## config.mk

```make
export PLATFORM = sky130hd
export DESIGN_NAME = debounce_request
export DESIGN_NICKNAME = d
export VERILOG_FILES = /design/src/rtl/debounce_request_pkg.sv /design/src/rtl/debounce_request_counter.sv /design/src/rtl/debounce_request.sv
export SDC_FILE = /design/constraint.sdc
export NUM_CORES = 1
export LEC_CHECK = 0
export ABC_CLOCK_PERIOD_IN_PS = 1750
export BUFFER_PORTS_ARGS = -buffer_cell sky130_fd_sc_hd__buf_2
export CAP_MARGIN = 10
export CORE_AREA = 2 2 39 41
export DETAILED_ROUTE_END_ITERATION = 8
export DIE_AREA = 0 0 41 43
export PLACE_DENSITY = 0.48
export SLEW_MARGIN = 5
export SYNTH_ARGS = -nofsm -noshare
export SYNTH_HDL_FRONTEND = slang
export SYNTH_HIERARCHICAL = 1
export SYNTH_SLANG_ARGS = --single-unit
```

## constraint.sdc

```tcl
create_clock -name clock -period 1.75 [get_ports clock]
set_input_delay 0.0875 -clock clock [delete_from_list [all_inputs] [get_ports clock]]
set_output_delay 0.0875 -clock clock [all_outputs]
set_load 0.01 [all_outputs]
```

## src/rtl/debounce_request_pkg.sv

```systemverilog
// rtl/debounce_request_pkg.sv - shared state encodings and defaults for the request debouncer
package debounce_request_pkg;

  typedef enum logic [1:0] {
    ST_LOW      = 2'd0,
    ST_RISE_CHK = 2'd1,
    ST_HIGH     = 2'd2,
    ST_FALL_CHK = 2'd3
  } state_t;

  localparam int DEFAULT_DEBOUNCE_CYCLES = 4;
  localparam int DEFAULT_CNT_W           = 3;

  // Debounced level is high while the accepted state is high, including
  // while a falling change is still being qualified.
  function automatic logic level_of(state_t s);
    return (s == ST_HIGH) || (s == ST_FALL_CHK);
  endfunction

endpackage

```

## src/rtl/debounce_request_counter.sv

```systemverilog
// rtl/debounce_request_counter.sv - qualification counter with clear, increment and terminal compare
module debounce_request_counter
  import debounce_request_pkg::*;
#(
  parameter int DEBOUNCE_CYCLES = DEFAULT_DEBOUNCE_CYCLES,
  parameter int CNT_W           = DEFAULT_CNT_W
) (
  input  logic clock,
  input  logic reset,
  input  logic clr,
  input  logic inc,
  output logic last
);

  localparam logic [CNT_W:0] TERM = (CNT_W+1)'(DEBOUNCE_CYCLES);

  logic [CNT_W-1:0] cnt;

  // Count qualifying ticks; the FSM never increments past DEBOUNCE_CYCLES-1.
  always_ff @(posedge clock) begin
    if (reset || clr) begin
      cnt <= '0;
    end else if (inc) begin
      cnt <= cnt + 1'b1;
    end
  end

  // This tick completes the run when one more sample reaches the threshold.
  assign last = (({1'b0, cnt} + 1'b1) == TERM);

endmodule

```

## src/rtl/debounce_request.sv

```systemverilog
// rtl/debounce_request.sv - debounces a synchronized input into level, edge pulses and a sticky request
module debounce_request
  import debounce_request_pkg::*;
#(
  parameter int DEBOUNCE_CYCLES = DEFAULT_DEBOUNCE_CYCLES,
  parameter int CNT_W           = DEFAULT_CNT_W
) (
  input  logic clock,
  input  logic reset,
  input  logic tick,
  input  logic in_sync,
  input  logic ack,
  output logic level,
  output logic press_pulse,
  output logic release_pulse,
  output logic request
);

  state_t state_q, state_n;
  logic   cnt_clr, cnt_inc, cnt_last;
  logic   press_set, release_set;

  debounce_request_counter #(
    .DEBOUNCE_CYCLES(DEBOUNCE_CYCLES),
    .CNT_W          (CNT_W)
  ) u_counter (
    .clock(clock),
    .reset(reset),
    .clr  (cnt_clr),
    .inc  (cnt_inc),
    .last (cnt_last)
  );

  // State register.
  always_ff @(posedge clock) begin
    if (reset) begin
      state_q <= ST_LOW;
    end else begin
      state_q <= state_n;
    end
  end

  // Next state and counter control; nothing moves between ticks.
  always_comb begin
    state_n = state_q;
    cnt_clr = 1'b0;
    cnt_inc = 1'b0;
    if (tick) begin
      case (state_q)
        ST_LOW: begin
          if (in_sync) begin
            if (cnt_last) begin
              state_n = ST_HIGH;
              cnt_clr = 1'b1;
            end else begin
              state_n = ST_RISE_CHK;
              cnt_inc = 1'b1;
            end
          end
        end
        ST_RISE_CHK: begin
          if (!in_sync) begin
            state_n = ST_LOW;
            cnt_clr = 1'b1;
          end else if (cnt_last) begin
            state_n = ST_HIGH;
            cnt_clr = 1'b1;
          end else begin
            cnt_inc = 1'b1;
          end
        end
        ST_HIGH: begin
          if (!in_sync) begin
            if (cnt_last) begin
              state_n = ST_LOW;
              cnt_clr = 1'b1;
            end else begin
              state_n = ST_FALL_CHK;
              cnt_inc = 1'b1;
            end
          end
        end
        ST_FALL_CHK: begin
          if (in_sync) begin
            state_n = ST_HIGH;
            cnt_clr = 1'b1;
          end else if (cnt_last) begin
            state_n = ST_LOW;
            cnt_clr = 1'b1;
          end else begin
            cnt_inc = 1'b1;
          end
        end
        default: begin
          state_n = ST_LOW;
          cnt_clr = 1'b1;
        end
      endcase
    end
  end

  // A bounce back into the current level does not count as an edge.
  assign press_set   = (state_n == ST_HIGH) &&
                       ((state_q == ST_LOW) || (state_q == ST_RISE_CHK));
  assign release_set = (state_n == ST_LOW) &&
                       ((state_q == ST_HIGH) || (state_q == ST_FALL_CHK));

  // Registered outputs; a new press wins over a same-edge ack.
  always_ff @(posedge clock) begin
    if (reset) begin
      level         <= 1'b0;
      press_pulse   <= 1'b0;
      release_pulse <= 1'b0;
      request       <= 1'b0;
    end else begin
      level         <= level_of(state_n);
      press_pulse   <= press_set;
      release_pulse <= release_set;
      request       <= press_set || (request && !ack);
    end
  end

endmodule
```

==> metrics.md <==
| Metric | Value |
|---|---|
| Status | `completed` |
| Ant diodes | `0` |
| RSZ-0062 raised after global routing | `false` |
| Placement Setup Slack | `0.139 ns` |
| Gates resized, CTS repair | `0` |
| Sequential area share after synthesis | `0.480` |
| Non-Filler Instances | `64` |
| Setup Buffers After CTS | `0` |
| Hpwl dp | `574 um` |
| Arrival @ worst endpoint | `1.78 ns` |
| Worst vdd ir | `between 0.3 and 0.4 mV` |
| WL/cell | `11.6 um` |
| Core area | `1380 sq um` |
| Vias | `301` |
| Routability Congestion | `0.704` |
| Final Util | `0.341` |
| Initial antenna violation count | `0` |
| Worst slew margin | `0.789` |
| CTS root buffer | `clkbuf_4` |
| Worst clock skew | `between 0.002 and 0.003 ns` |
| DR vias/cell | `4.70` |
| Mapped Cells | `35` |
| Cell Count Post-Placement | `60` |
| Synthesis-stage register bit count | `9` |
| Slew @ Worst Pin | `0.307 ns` |
| Setup crit start kind | `flip-flop` |
| First-pass GRT wire length | `1210 um` |
| CTS tree | `yes` |
| Die Y | `43 um` |
| Clock Latency Late Sink | `0.25 ns` |
| Crit. End Element | `flip-flop` |
| Synth warnings | `6` |
| CP max FO | `6` |
| Grt total ovfl | `0` |
| Clk slew on worst S/H paths | `0.06 ns` |
| WS Path Type | `flip-flop to flip-flop` |
| Boundary Pins | `9` |
| Detailed Routing Iterations Pass 1 | `2` |
| Top post-synthesis cells by area | `dfxtp_1 48%, a21bo_2 5.3%, mux2i_1 5.3%, nor4b_1 4.7%, xnor2_1 4.7%` |
| I/O Buffers | `8` |
| Filler Cell Count | `about 160` |
| Largest net degree at the start of global routing | `11` |
| Slew Viols, Final | `0` |
| MaxCap Viol Count | `0` |
| Mapped Area | `375 sq um` |
| Fin crit share | `0.916` |
| Leading area contributor after synthesis | `dfxtp_1` |
| Initial DRC count | `2` |
| Vias in the first global route | `286` |
| Leak Pwr | `around 0.19 nW` |
| FMAX | `624 MHz` |
| Tot Pwr | `between 0.4 and 0.5 mW` |
| Setup violations, final | `0` |
| Synth cell types | `19` |
| Inserted Clock Buffers | `3` |
| Net count reported at finish | `55` |
| PwrDens | `between 800 and 900 nW/um^2` |
| Avg Inst Size Synth | `10.7 sq um` |
| Die width | `41 um` |
| Top cell type's share of synthesized area | `0.480` |
| Required @ worst endpoint | `1.93 ns` |
| # clock sinks | `9` |
| Final Hold Fails | `0` |
| Final worst slack | `between 0.1 and 0.15 ns` |
| GR Util All Layers | `0.107` |
| Hold Crit Class | `input pin to flip-flop` |
| Initial core utilization | `0.271` |
| Min Tclk post-route | `1.60 ns` |
| Row cnt | `14` |
| Setup TNS | `0 ns` |
| Syn Nets | `41` |
| Total Routed Length | `between 700 and 800 um` |
| Layout cells sized above 1 | `0.333` |
| Htree depth | `1` |
| Die ar. | `1760 sq um` |
| Antenna Nets Post-Route | `0` |
| Layout area overhead | `25.7%` |
| CTS max path bufs | `2` |
| DRC Markers | `0` |
| Hold-fix buffers, CTS | `0` |
synthesized netlist by cell type:
cell type  n
nor4b_1    2
nor3_1     2
nand3b_1   1
dfxtp_1    9
mux2i_1    2
nor3b_1    1
nor2b_1    1
nand4b_1   1
ha_1       1
inv_1      1
or3b_1     1
o32ai_1    1
nand2b_1   1
nand3_1    1
a21bo_2    2
a21oi_1    3
xnor2_1    2
a211oi_2   1
nand2_1    2
cell families after synthesis:
group / synth area share
AND/OR/NAND/NOR: 0.227
flip-flops: 0.480
AO/OA/AOI/OAI: 0.150
XOR/XNOR: 0.0467
multiplexers: 0.0533
buffers and inverters: 0.00999
adder cells (fa/ha/maj): 0.0333
metal layers:
layer  vias to the layer above  global-route usage  wire (um)
met5                         -                   0          0
met4                         0              0.0400          0
met3                         0              0.0628         35
met2                         7               0.153        356
met1                       138               0.127        350
li1                        156                   -          -
final timing paths:
kind	cells after the start	slack [ns]	startpoint	endpoint
max reg2reg	6	0.15	u_counter/cnt[0]$_SDFFE_PP0P_	u_counter/cnt[2]$_SDFFE_PP0P_
max	6	0.15	u_counter/cnt[0]$_SDFFE_PP0P_	u_counter/cnt[2]$_SDFFE_PP0P_
min	2	0.06	in_sync	release_pulse$_SDFF_PP0_
min reg2reg	2	0.47	request$_SDFF_PP0_	request$_SDFF_PP0_
registers in the layout, summed over array words and instances (netlist names):
signal,cells
state_q,2
press_pulse,1
request,1
level,1
release_pulse,1
u_counter/cnt,3
critical path, stage by stage (launching register included):
cell and delay, ns:
dfxtp_1 0.33, ha_1 0.23, nor2b_2 0.20, nor3b_1 0.28
buf_4 0.19, nand3b_1 0.10, a211oi_2 0.21
cells in the final DEF, fill, tap and decap left out, types with 2 or more instances in the layout:
cell type  instances
a21oi_1            3
xnor2_1            2
buf_2              8
clkbuf_4           3
a21bo_2            2
dfxtp_1            9
nand2_1            2
nor3_1             2
mux2i_1            2
nor4b_1            2
report_power, final:
group	total, mW	internal (mW)	switching (mW)
logic	0.0311	0.0147	0.0165
clock network	0.159	0.0878	0.0708
registers	0.213	0.209	0.00309
total	0.402	0.312	0.0904
layout make-up:
type | instances | area [sq um] | share of cell area
Inverter | 1 | 3.75 | 0.00796
Tap cell | 16 | 20.0 | 0.0424
Timing Repair Buffer | 9 | 47.5 | 0.101
Multi-Input combinational cell | 25 | 194 | 0.411
Sequential cell | 9 | 180 | 0.382
Clock buffer | 4 | 26.3 | 0.0557
through the flow:
step / instance area [sq um] / hold WS, ns
after detailed placement: 443 / 0.328
after global placement: 443 / 0.322
after global routing: 472 / 0.0561
after CTS: 469 / 0.0499
final: 472 / 0.0585
after floorplan: 375 / 0.152
(Power assumes the default switching activity.)
